`config.mk`:
```
export PLATFORM = sky130hd
export DESIGN_NAME = apb_reg_arbiter
export DESIGN_NICKNAME = d
export VERILOG_FILES = /design/src/rtl/apb_reg_arbiter.sv
export SDC_FILE = /design/constraint.sdc
export NUM_CORES = 1
export LEC_CHECK = 0
export CELL_PAD_IN_SITES_DETAIL_PLACEMENT = 1
export CELL_PAD_IN_SITES_GLOBAL_PLACEMENT = 2
export CORE_MARGIN = 2
export CORE_UTILIZATION = 19
export DETAILED_ROUTE_END_ITERATION = 16
export PLACE_DENSITY_LB_ADDON = 0.1
export RECOVER_POWER = 50
export SETUP_SLACK_MARGIN = 0.15
export SYNTH_ARGS = -nofsm -noshare
export SYNTH_HDL_FRONTEND = slang
export SYNTH_SLANG_ARGS = --single-unit
```
`constraint.sdc`:
```
create_clock -name pclk -period 1.7 [get_ports pclk]
set_input_delay 0.17 -clock pclk [delete_from_list [all_inputs] [get_ports pclk]]
set_output_delay 0.17 -clock pclk [all_outputs]
set_load 0.03 [all_outputs]
```
`src/rtl/apb_reg_arbiter.sv`:
```
// -----------------------------------------------------------------------------
// apb_reg_arbiter
//
// Two-requester APB master. Requests from m0/m1 are arbitrated round-robin
// (m0 first after reset), the winner's transfer attributes are captured on
// grant, and a single APB transfer is run: SETUP -> ACCESS -> DONE. The
// grantee receives a one-cycle ack in DONE together with its read data and
// error flag. Each requester's rdata/err hold until that requester's next ack.
//
// Optional build macro: APB_ARB_TIMEOUT_EN
//   When defined, an 8-bit counter bounds the number of ACCESS wait cycles.
//   After TIMEOUT_CYCLES cycles without pready the transfer is closed with
//   err=1 and rdata=0. When undefined, ACCESS waits for pready indefinitely
//   and no counter exists.
//
// Parameters
//   ADDR_WIDTH      APB address width
//   DATA_WIDTH      APB data width (STRB_WIDTH = DATA_WIDTH/8)
//   TIMEOUT_CYCLES  ACCESS wait limit, 1..255 (used only with the macro)
//
// Ports
//   pclk, preset          clock, synchronous active-high reset
//   mN_req/write/addr/    requester N transfer request and attributes;
//   wdata/strb/prot       request is held until mN_ack
//   mN_ack                one-cycle completion pulse
//   mN_rdata, mN_err      completion data/error, valid with mN_ack
//   psel, penable, pwrite APB control outputs
//   paddr, pwdata, pstrb, APB payload outputs (held outside SETUP/ACCESS)
//   pprot
//   pready, pslverr,      APB slave response
//   prdata
//   busy                  high whenever the FSM is not IDLE
//   grant_id              current or most recent grantee
//
// FSM states
//   state  | meaning
//   IDLE   | no transfer; arbitrate requests
//   SETUP  | psel=1, penable=0, payload presented
//   ACCESS | psel=1, penable=1, waiting for pready (or timeout)
//   DONE   | psel=0, grantee ack pulse, no arbitration
// -----------------------------------------------------------------------------
module apb_reg_arbiter #(
    parameter int ADDR_WIDTH     = 16,
    parameter int DATA_WIDTH     = 32,
    parameter int TIMEOUT_CYCLES = 255,
    localparam int STRB_WIDTH    = DATA_WIDTH / 8
) (
    input  logic                  pclk,
    input  logic                  preset,

    input  logic                  m0_req,
    input  logic                  m0_write,
    input  logic [ADDR_WIDTH-1:0] m0_addr,
    input  logic [DATA_WIDTH-1:0] m0_wdata,
    input  logic [STRB_WIDTH-1:0] m0_strb,
    input  logic [2:0]            m0_prot,
    output logic                  m0_ack,
    output logic [DATA_WIDTH-1:0] m0_rdata,
    output logic                  m0_err,

    input  logic                  m1_req,
    input  logic                  m1_write,
    input  logic [ADDR_WIDTH-1:0] m1_addr,
    input  logic [DATA_WIDTH-1:0] m1_wdata,
    input  logic [STRB_WIDTH-1:0] m1_strb,
    input  logic [2:0]            m1_prot,
    output logic                  m1_ack,
    output logic [DATA_WIDTH-1:0] m1_rdata,
    output logic                  m1_err,

    output logic                  psel,
    output logic                  penable,
    output logic                  pwrite,
    output logic [ADDR_WIDTH-1:0] paddr,
    output logic [DATA_WIDTH-1:0] pwdata,
    output logic [STRB_WIDTH-1:0] pstrb,
    output logic [2:0]            pprot,
    input  logic                  pready,
    input  logic                  pslverr,
    input  logic [DATA_WIDTH-1:0] prdata,

    output logic                  busy,
    output logic                  grant_id
);

    // Elaboration-time guard on the wait limit range.
    if (TIMEOUT_CYCLES < 1 || TIMEOUT_CYCLES > 255) begin : g_bad_timeout
        $error("apb_reg_arbiter: TIMEOUT_CYCLES must be within 1..255");
    end

    typedef enum logic [1:0] {
        ST_IDLE   = 2'd0,
        ST_SETUP  = 2'd1,
        ST_ACCESS = 2'd2,
        ST_DONE   = 2'd3
    } state_t;

    state_t                  state_q,    state_d;
    logic                    rr_ptr_q,   rr_ptr_d;
    logic                    grant_id_q, grant_id_d;
    logic                    psel_q,     psel_d;
    logic                    penable_q,  penable_d;
    logic                    busy_q,     busy_d;
    logic                    pwrite_q,   pwrite_d;
    logic [ADDR_WIDTH-1:0]   paddr_q,    paddr_d;
    logic [DATA_WIDTH-1:0]   pwdata_q,   pwdata_d;
    logic [STRB_WIDTH-1:0]   pstrb_q,    pstrb_d;
    logic [2:0]              pprot_q,    pprot_d;
    logic                    m0_ack_q,   m0_ack_d;
    logic                    m1_ack_q,   m1_ack_d;
    logic [DATA_WIDTH-1:0]   m0_rdata_q, m0_rdata_d;
    logic [DATA_WIDTH-1:0]   m1_rdata_q, m1_rdata_d;
    logic                    m0_err_q,   m0_err_d;
    logic                    m1_err_q,   m1_err_d;

`ifdef APB_ARB_TIMEOUT_EN
    localparam logic [7:0] TMO_LIMIT = 8'(TIMEOUT_CYCLES);
    logic [7:0]              tmo_cnt_q,  tmo_cnt_d;
`endif

    // Arbitration and transfer-completion helpers.
    logic                    gnt_sel;
    logic                    sel_write;
    logic                    res_valid;
    logic [DATA_WIDTH-1:0]   res_rdata;
    logic                    res_err;

    always_comb begin
        state_d    = state_q;
        rr_ptr_d   = rr_ptr_q;
        grant_id_d = grant_id_q;
        pwrite_d   = pwrite_q;
        paddr_d    = paddr_q;
        pwdata_d   = pwdata_q;
        pstrb_d    = pstrb_q;
        pprot_d    = pprot_q;
        m0_ack_d   = 1'b0;
        m1_ack_d   = 1'b0;
        m0_rdata_d = m0_rdata_q;
        m1_rdata_d = m1_rdata_q;
        m0_err_d   = m0_err_q;
        m1_err_d   = m1_err_q;
        res_valid  = 1'b0;
        res_rdata  = '0;
        res_err    = 1'b0;

        // A sole requester wins outright; a tie goes to the pointer.
        gnt_sel   = (m0_req && m1_req) ? rr_ptr_q : m1_req;
        sel_write = gnt_sel ? m1_write : m0_write;

        unique case (state_q)
            ST_IDLE: begin
                if (m0_req || m1_req) begin
                    state_d    = ST_SETUP;
                    grant_id_d = gnt_sel;
                    rr_ptr_d   = ~gnt_sel;
                    pwrite_d   = sel_write;
                    paddr_d    = gnt_sel ? m1_addr  : m0_addr;
                    pwdata_d   = gnt_sel ? m1_wdata : m0_wdata;
                    pprot_d    = gnt_sel ? m1_prot  : m0_prot;
                    // Reads never carry byte strobes on the bus.
                    pstrb_d    = sel_write ? (gnt_sel ? m1_strb : m0_strb) : '0;
                end
            end

            ST_SETUP: begin
                state_d = ST_ACCESS;
            end

            ST_ACCESS: begin
                if (pready) begin
                    state_d   = ST_DONE;
                    res_valid = 1'b1;
                    res_rdata = pwrite_q ? '0 : prdata;
                    res_err   = pslverr;
                end
`ifdef APB_ARB_TIMEOUT_EN
                else if (tmo_cnt_q == TMO_LIMIT) begin
                    state_d   = ST_DONE;
                    res_valid = 1'b1;
                    res_rdata = '0;
                    res_err   = 1'b1;
                end
`endif
            end

            ST_DONE: begin
                // No arbitration here: a held request is seen next IDLE.
                state_d = ST_IDLE;
            end

            default: begin
                state_d = ST_IDLE;
            end
        endcase

        // Completion is routed to whoever owns the current transfer.
        if (res_valid) begin
            if (grant_id_q) begin
                m1_ack_d   = 1'b1;
                m1_rdata_d = res_rdata;
                m1_err_d   = res_err;
            end else begin
                m0_ack_d   = 1'b1;
                m0_rdata_d = res_rdata;
                m0_err_d   = res_err;
            end
        end

        // Bus controls are decoded from the next state so they are flops.
        psel_d    = (state_d == ST_SETUP) || (state_d == ST_ACCESS);
        penable_d = (state_d == ST_ACCESS);
        busy_d    = (state_d != ST_IDLE);
    end

`ifdef APB_ARB_TIMEOUT_EN
    // Counts wait cycles only while staying in ACCESS; any exit clears it.
    always_comb begin
        tmo_cnt_d = '0;
        if (state_q == ST_ACCESS && state_d == ST_ACCESS) begin
            tmo_cnt_d = tmo_cnt_q + 8'd1;
        end
    end
`endif

    always_ff @(posedge pclk) begin
        if (preset) begin
            state_q    <= ST_IDLE;
            rr_ptr_q   <= 1'b0;
            grant_id_q <= 1'b0;
            psel_q     <= 1'b0;
            penable_q  <= 1'b0;
            busy_q     <= 1'b0;
            pwrite_q   <= 1'b0;
            paddr_q    <= '0;
            pwdata_q   <= '0;
            pstrb_q    <= '0;
            pprot_q    <= '0;
            m0_ack_q   <= 1'b0;
            m1_ack_q   <= 1'b0;
            m0_rdata_q <= '0;
            m1_rdata_q <= '0;
            m0_err_q   <= 1'b0;
            m1_err_q   <= 1'b0;
`ifdef APB_ARB_TIMEOUT_EN
            tmo_cnt_q  <= '0;
`endif
        end else begin
            state_q    <= state_d;
            rr_ptr_q   <= rr_ptr_d;
            grant_id_q <= grant_id_d;
            psel_q     <= psel_d;
            penable_q  <= penable_d;
            busy_q     <= busy_d;
            pwrite_q   <= pwrite_d;
            paddr_q    <= paddr_d;
            pwdata_q   <= pwdata_d;
            pstrb_q    <= pstrb_d;
            pprot_q    <= pprot_d;
            m0_ack_q   <= m0_ack_d;
            m1_ack_q   <= m1_ack_d;
            m0_rdata_q <= m0_rdata_d;
            m1_rdata_q <= m1_rdata_d;
            m0_err_q   <= m0_err_d;
            m1_err_q   <= m1_err_d;
`ifdef APB_ARB_TIMEOUT_EN
            tmo_cnt_q  <= tmo_cnt_d;
`endif
        end
    end

    assign psel     = psel_q;
    assign penable  = penable_q;
    assign pwrite   = pwrite_q;
    assign paddr    = paddr_q;
    assign pwdata   = pwdata_q;
    assign pstrb    = pstrb_q;
    assign pprot    = pprot_q;
    assign busy     = busy_q;
    assign grant_id = grant_id_q;
    assign m0_ack   = m0_ack_q;
    assign m1_ack   = m1_ack_q;
    assign m0_rdata = m0_rdata_q;
    assign m1_rdata = m1_rdata_q;
    assign m0_err   = m0_err_q;
    assign m1_err   = m1_err_q;

endmodule

```
=== Word level (Yosys, flattened, before mapping) ===
Index checks and enable logic that the tools add are counted.

* Reduce and logical (&&, ||, !) cells: 9
* Eq/ne operators: 5
* Multiplexer cells: 19
* Bitwise logic cells: 3

{| class="wikitable"
|+ Operators by type and width
! cell !! number
|-
| $mux W32 || 4
|-
| $mux W16 || 1
|-
| $mux W1 || 8
|-
| $mux W4 || 2
|-
| $pmux W2 S4 || 1
|-
| $eq A2 B2 Y1 const B || 3
|-
| $reduce_and A2 Y1 || 3
|-
| $eq A2 B1 Y1 const B || 2
|-
| $mux W2 || 2
|-
| $mux W3 || 1
|-
| $not A1 Y1 || 3
|-
| $logic_not A2 Y1 || 1
|-
| $logic_or A1 B1 Y1 || 2
|-
| $reduce_bool A2 Y1 || 1
|-
| $reduce_or A2 Y1 || 1
|-
| $logic_and A1 B1 Y1 || 1
|}

* Register bits after elaboration: 131
* Output and inout port bits: 128

=== Logic depth before layout (Yosys ltp) ===
* Depth in word-level cells: 5
* Depth in mapped cells: 8
* Mapped depth without buffers: 7

=== Worst setup path before layout ===
OpenSTA, ideal clock, no wires.

* Kind: register -> register
* Start: reg state_q[0]
* End: reg pwdata_q[16], in the netlist pwdata[16]
* Stages on the path, launching flop included: 8
* Path slack: 0.127 ns
* Period minus slack after synthesis: 1.573 ns
* Arrival time: 1.446 ns
* Data required time: 1.572 ns
* Path through: dfxtp_1 inv_1 ha_1 and3_1 buf_6 buf_8 a222oi_1 nor2_1

* Word-level cells in the longest chain between the ends: 2

{| class="wikitable"
|+ Ends and longest elaborated chain
! what !! line !! RTL
|-
| start: declaration || 98 || <nowiki>state_t state_q, state_d;</nowiki>
|-
| start signal: assignment || 249 || <nowiki>state_q <= state_d;</nowiki>
|-
| $logic_not A2 Y1 || 151 || <nowiki>unique case (state_q)</nowiki>
|-
| $reduce_and A2 Y1 (no source line) || -- ||
|-
| end signal: assignment || 257 || <nowiki>pwdata_q <= pwdata_d;</nowiki>
|-
| end: declaration || 106 || <nowiki>logic [DATA_WIDTH-1:0] pwdata_q, pwdata_d;</nowiki>
|}

Every way passes these cells.
A chain may end at the register's enable or synchronous reset.

=== Final worst setup path ===
* Start: reg state_q[0]
* End: reg pwdata_q[18], in the netlist pwdata[18]

The elaborated chain is that of the path after synthesis.

==> reports/results.ini <==
[outcome]
outcome=completed

[sta]
setup_violations=0
hold_violations=0
maxSlewViolCount=0
finalSetupTns_ps=0
skew_ps=11.5
layout_min_cycle_time_ps=1570
worst_slew_pin_slew_ps=397
fmax_ghz=0.637
fin_ws_ps=131
rsz0062_at_grt=yes
holdWs_ps=77.4
period_share=0.923
max_slew_margin=0.736

[synthesis]
syn-num-nets=694
netlist-cell-type-count=26
netlist_instances=539
syn_area_mm2=0.00487
synth-seq-area-share=0.539
yosysWarnings=0
avgSynthCellArea_um2=9.03
ys_seq_elements=131

[critical_path]
endpoint_kind=register
critPathMaxFanout=19
crit_required_ps=1990
cp-start-kind=register
cp_data_arrival_time_ps=1850
crit_type=register to register

[cells_and_area]
nets=980
antenna_cells=0
area_growth_pct=82.8
design_area_mm2=0.00890
utilization=0.354
instances_no_fill=1168
final_layout_size_suffix_gt1_frac=0.112

[place]
dpl_cell_area_mm2=0.00810
dpl.hpwl_um=14900
io_buffers=277
placed_cells=1121
gp_congestion=0.722
place_ws_ps=-196

[clocking]
ctsHtreeMaxLevel=4
cts.sinks=131
ctsLongestPathBuffers=2
cts_tree=done
cts_buffers=17
insertion_delay_ps=420
cts_root_buffer=clkbuf_16
cts.clk_slew.worst_paths_ps=60

[worst_hold_path]
hp-class=input pin to register

[global_route]
grt_max_degree=68
antenna_found_initial=0
grt_usage=0.156
grt_pass1_vias=5772
grt_pass1_wl_um=32300
grt-ovfl-total=0

[routing]
antenna_left=0
drc=0
dr.pass1.iters=6
routedWlPerCell_um=18.9
vias=5391
vias_per_cell=4.62
routed_wl_um=22100
drtIter0Drc=371

[die]
rows=58
io_pins=278
core-area_mm2=0.0252
die_area_mm2=0.0269
die_h_um=164
start_util=0.193
die_x_um=164

[power]
power_density_mw_per_mm2=1130
vdd_drop_max_v=0.000532
p_leak_nw=3.73
power_mw=10.1

[job]
drv_cap=0

-- report_power, final --
part	leakage, nW	switching (mW)	internal (mW)
logic	2.37	1.55	1.21
registers	1.07	0.141	3.33
clock network	0.291	1.47	2.37
total	3.73	3.16	6.90
-- kinds of logic after synthesis --
kind of cell,after synthesis,synth area share
fa+ha+maj,5,0.0128
buf+inv,55,0.0611
compound gates,130,0.188
mux,4,0.00822
simple gates,214,0.191
flops,131,0.539
-- final cells by class --
| cell class | instances | area [µm²] |
|---|---|---|
| flip-flops and latches | 131 | 2620 |
| fillers | 2869 | 16300 |
| clock buffers | 22 | 494 |
| multi-input cells | 353 | 2050 |
| clock inverters | 10 | 121 |
| inverters | 3 | 13.8 |
| repair buffers | 319 | 3190 |
| well taps | 330 | 413 |
-- cell usage in the layout, fill, tap and decap left out, types with 2 or more instances in the layout --
| master | n |
|---|---|
| nand3_1 | 62 |
| nand3b_1 | 5 |
| clkbuf_8 | 5 |
| inv_1 | 2 |
| nor2_1 | 59 |
| ha_1 | 3 |
| a21oi_2 | 2 |
| a21oi_1 | 67 |
| buf_6 | 4 |
| bufinv_16 | 2 |
| buf_12 | 10 |
| clkdlybuf4s50_1 | 148 |
| mux2i_1 | 4 |
| nand2_2 | 2 |
| nand2_1 | 71 |
| clkinvlp_4 | 4 |
| and2_1 | 2 |
| ha_4 | 2 |
| clkbuf_16 | 22 |
| nor2b_1 | 2 |
| buf_8 | 3 |
| dfxtp_1 | 131 |
| inv_6 | 2 |
| buf_4 | 20 |
| dlygate4sd2_1 | 127 |
| nor2_4 | 3 |
| a222oi_1 | 51 |
| o21ai_0 | 5 |
| nand4_1 | 2 |
-- final timing paths --
check,start,endpoint,slack [ps],depth (start not counted)
max,state_q[0]$_SDFF_PP0_,pwdata[18]$_SDFFE_PP0P_,130,6
min,preset,paddr[5]$_SDFFE_PP0P_,80,2
max reg2reg,state_q[0]$_SDFF_PP0_,pwdata[18]$_SDFFE_PP0P_,130,6
min reg2reg,m0_rdata[15]$_SDFFE_PP0P_,m0_rdata[15]$_SDFFE_PP0P_,450,2
-- cell usage after synthesis --
| library cell | instances | area, µm² |
|---|---|---|
| ha_1 | 5 | 62.6 |
| buf_6 | 1 | 11.3 |
| a21oi_1 | 70 | 350 |
| mux2i_1 | 4 | 40.0 |
| buf_8 | 5 | 75.1 |
| and3_1 | 2 | 12.5 |
| or3_2 | 1 | 7.51 |
| a222oi_1 | 51 | 510 |
| o21ai_0 | 6 | 30.0 |
| nor2b_1 | 2 | 12.5 |
| buf_2 | 22 | 110 |
| clkbuf_1 | 23 | 86.3 |
| a211oi_1 | 1 | 7.51 |
| buf_1 | 1 | 3.75 |
| or2_2 | 1 | 6.26 |
| nand3_1 | 63 | 315 |
| nor2_1 | 62 | 233 |
| inv_1 | 3 | 11.3 |
| and2_1 | 2 | 12.5 |
| dfxtp_1 | 131 | 2620 |
| nand2b_2 | 1 | 8.76 |
| nand4_1 | 2 | 12.5 |
| nand2_1 | 73 | 274 |
| nand3b_1 | 5 | 37.5 |
| a22oi_1 | 1 | 7.51 |
| o2bb2ai_1 | 1 | 8.76 |
-- critical path, stage by stage (launching register included) --
cell	delay, ps
dfxtp_1	380
inv_4	80
ha_4	180
and3_4	190
buf_12	170
a222oi_1	330
nor2_1	100
-- registers in the layout, indices dropped and copies added, names as in the netlist, 2 cells and up --
register	count
m0_rdata	32
m1_rdata	32
pwdata	32
paddr	16
pstrb	4
pprot	3
state_q	2
-- timing repair --
action / CTS / global route
buffers inserted: 2 / 4
gates cloned: 1 / 8
gates resized for setup: 136 / 21
setup endpoints to repair: 238 / 94
pin swaps: 4 / 20
hold buffers: 0 / 0
-- routing by layer --
layer	vias to the layer above	global-route usage	wire length [µm]
met4	0	0.0518	370
li1	2534	-	-
met1	2635	0.175	8770
met2	204	0.269	11000
met3	18	0.0631	1990
met5	-	0	0
Power figures use the tool's default switching activity.
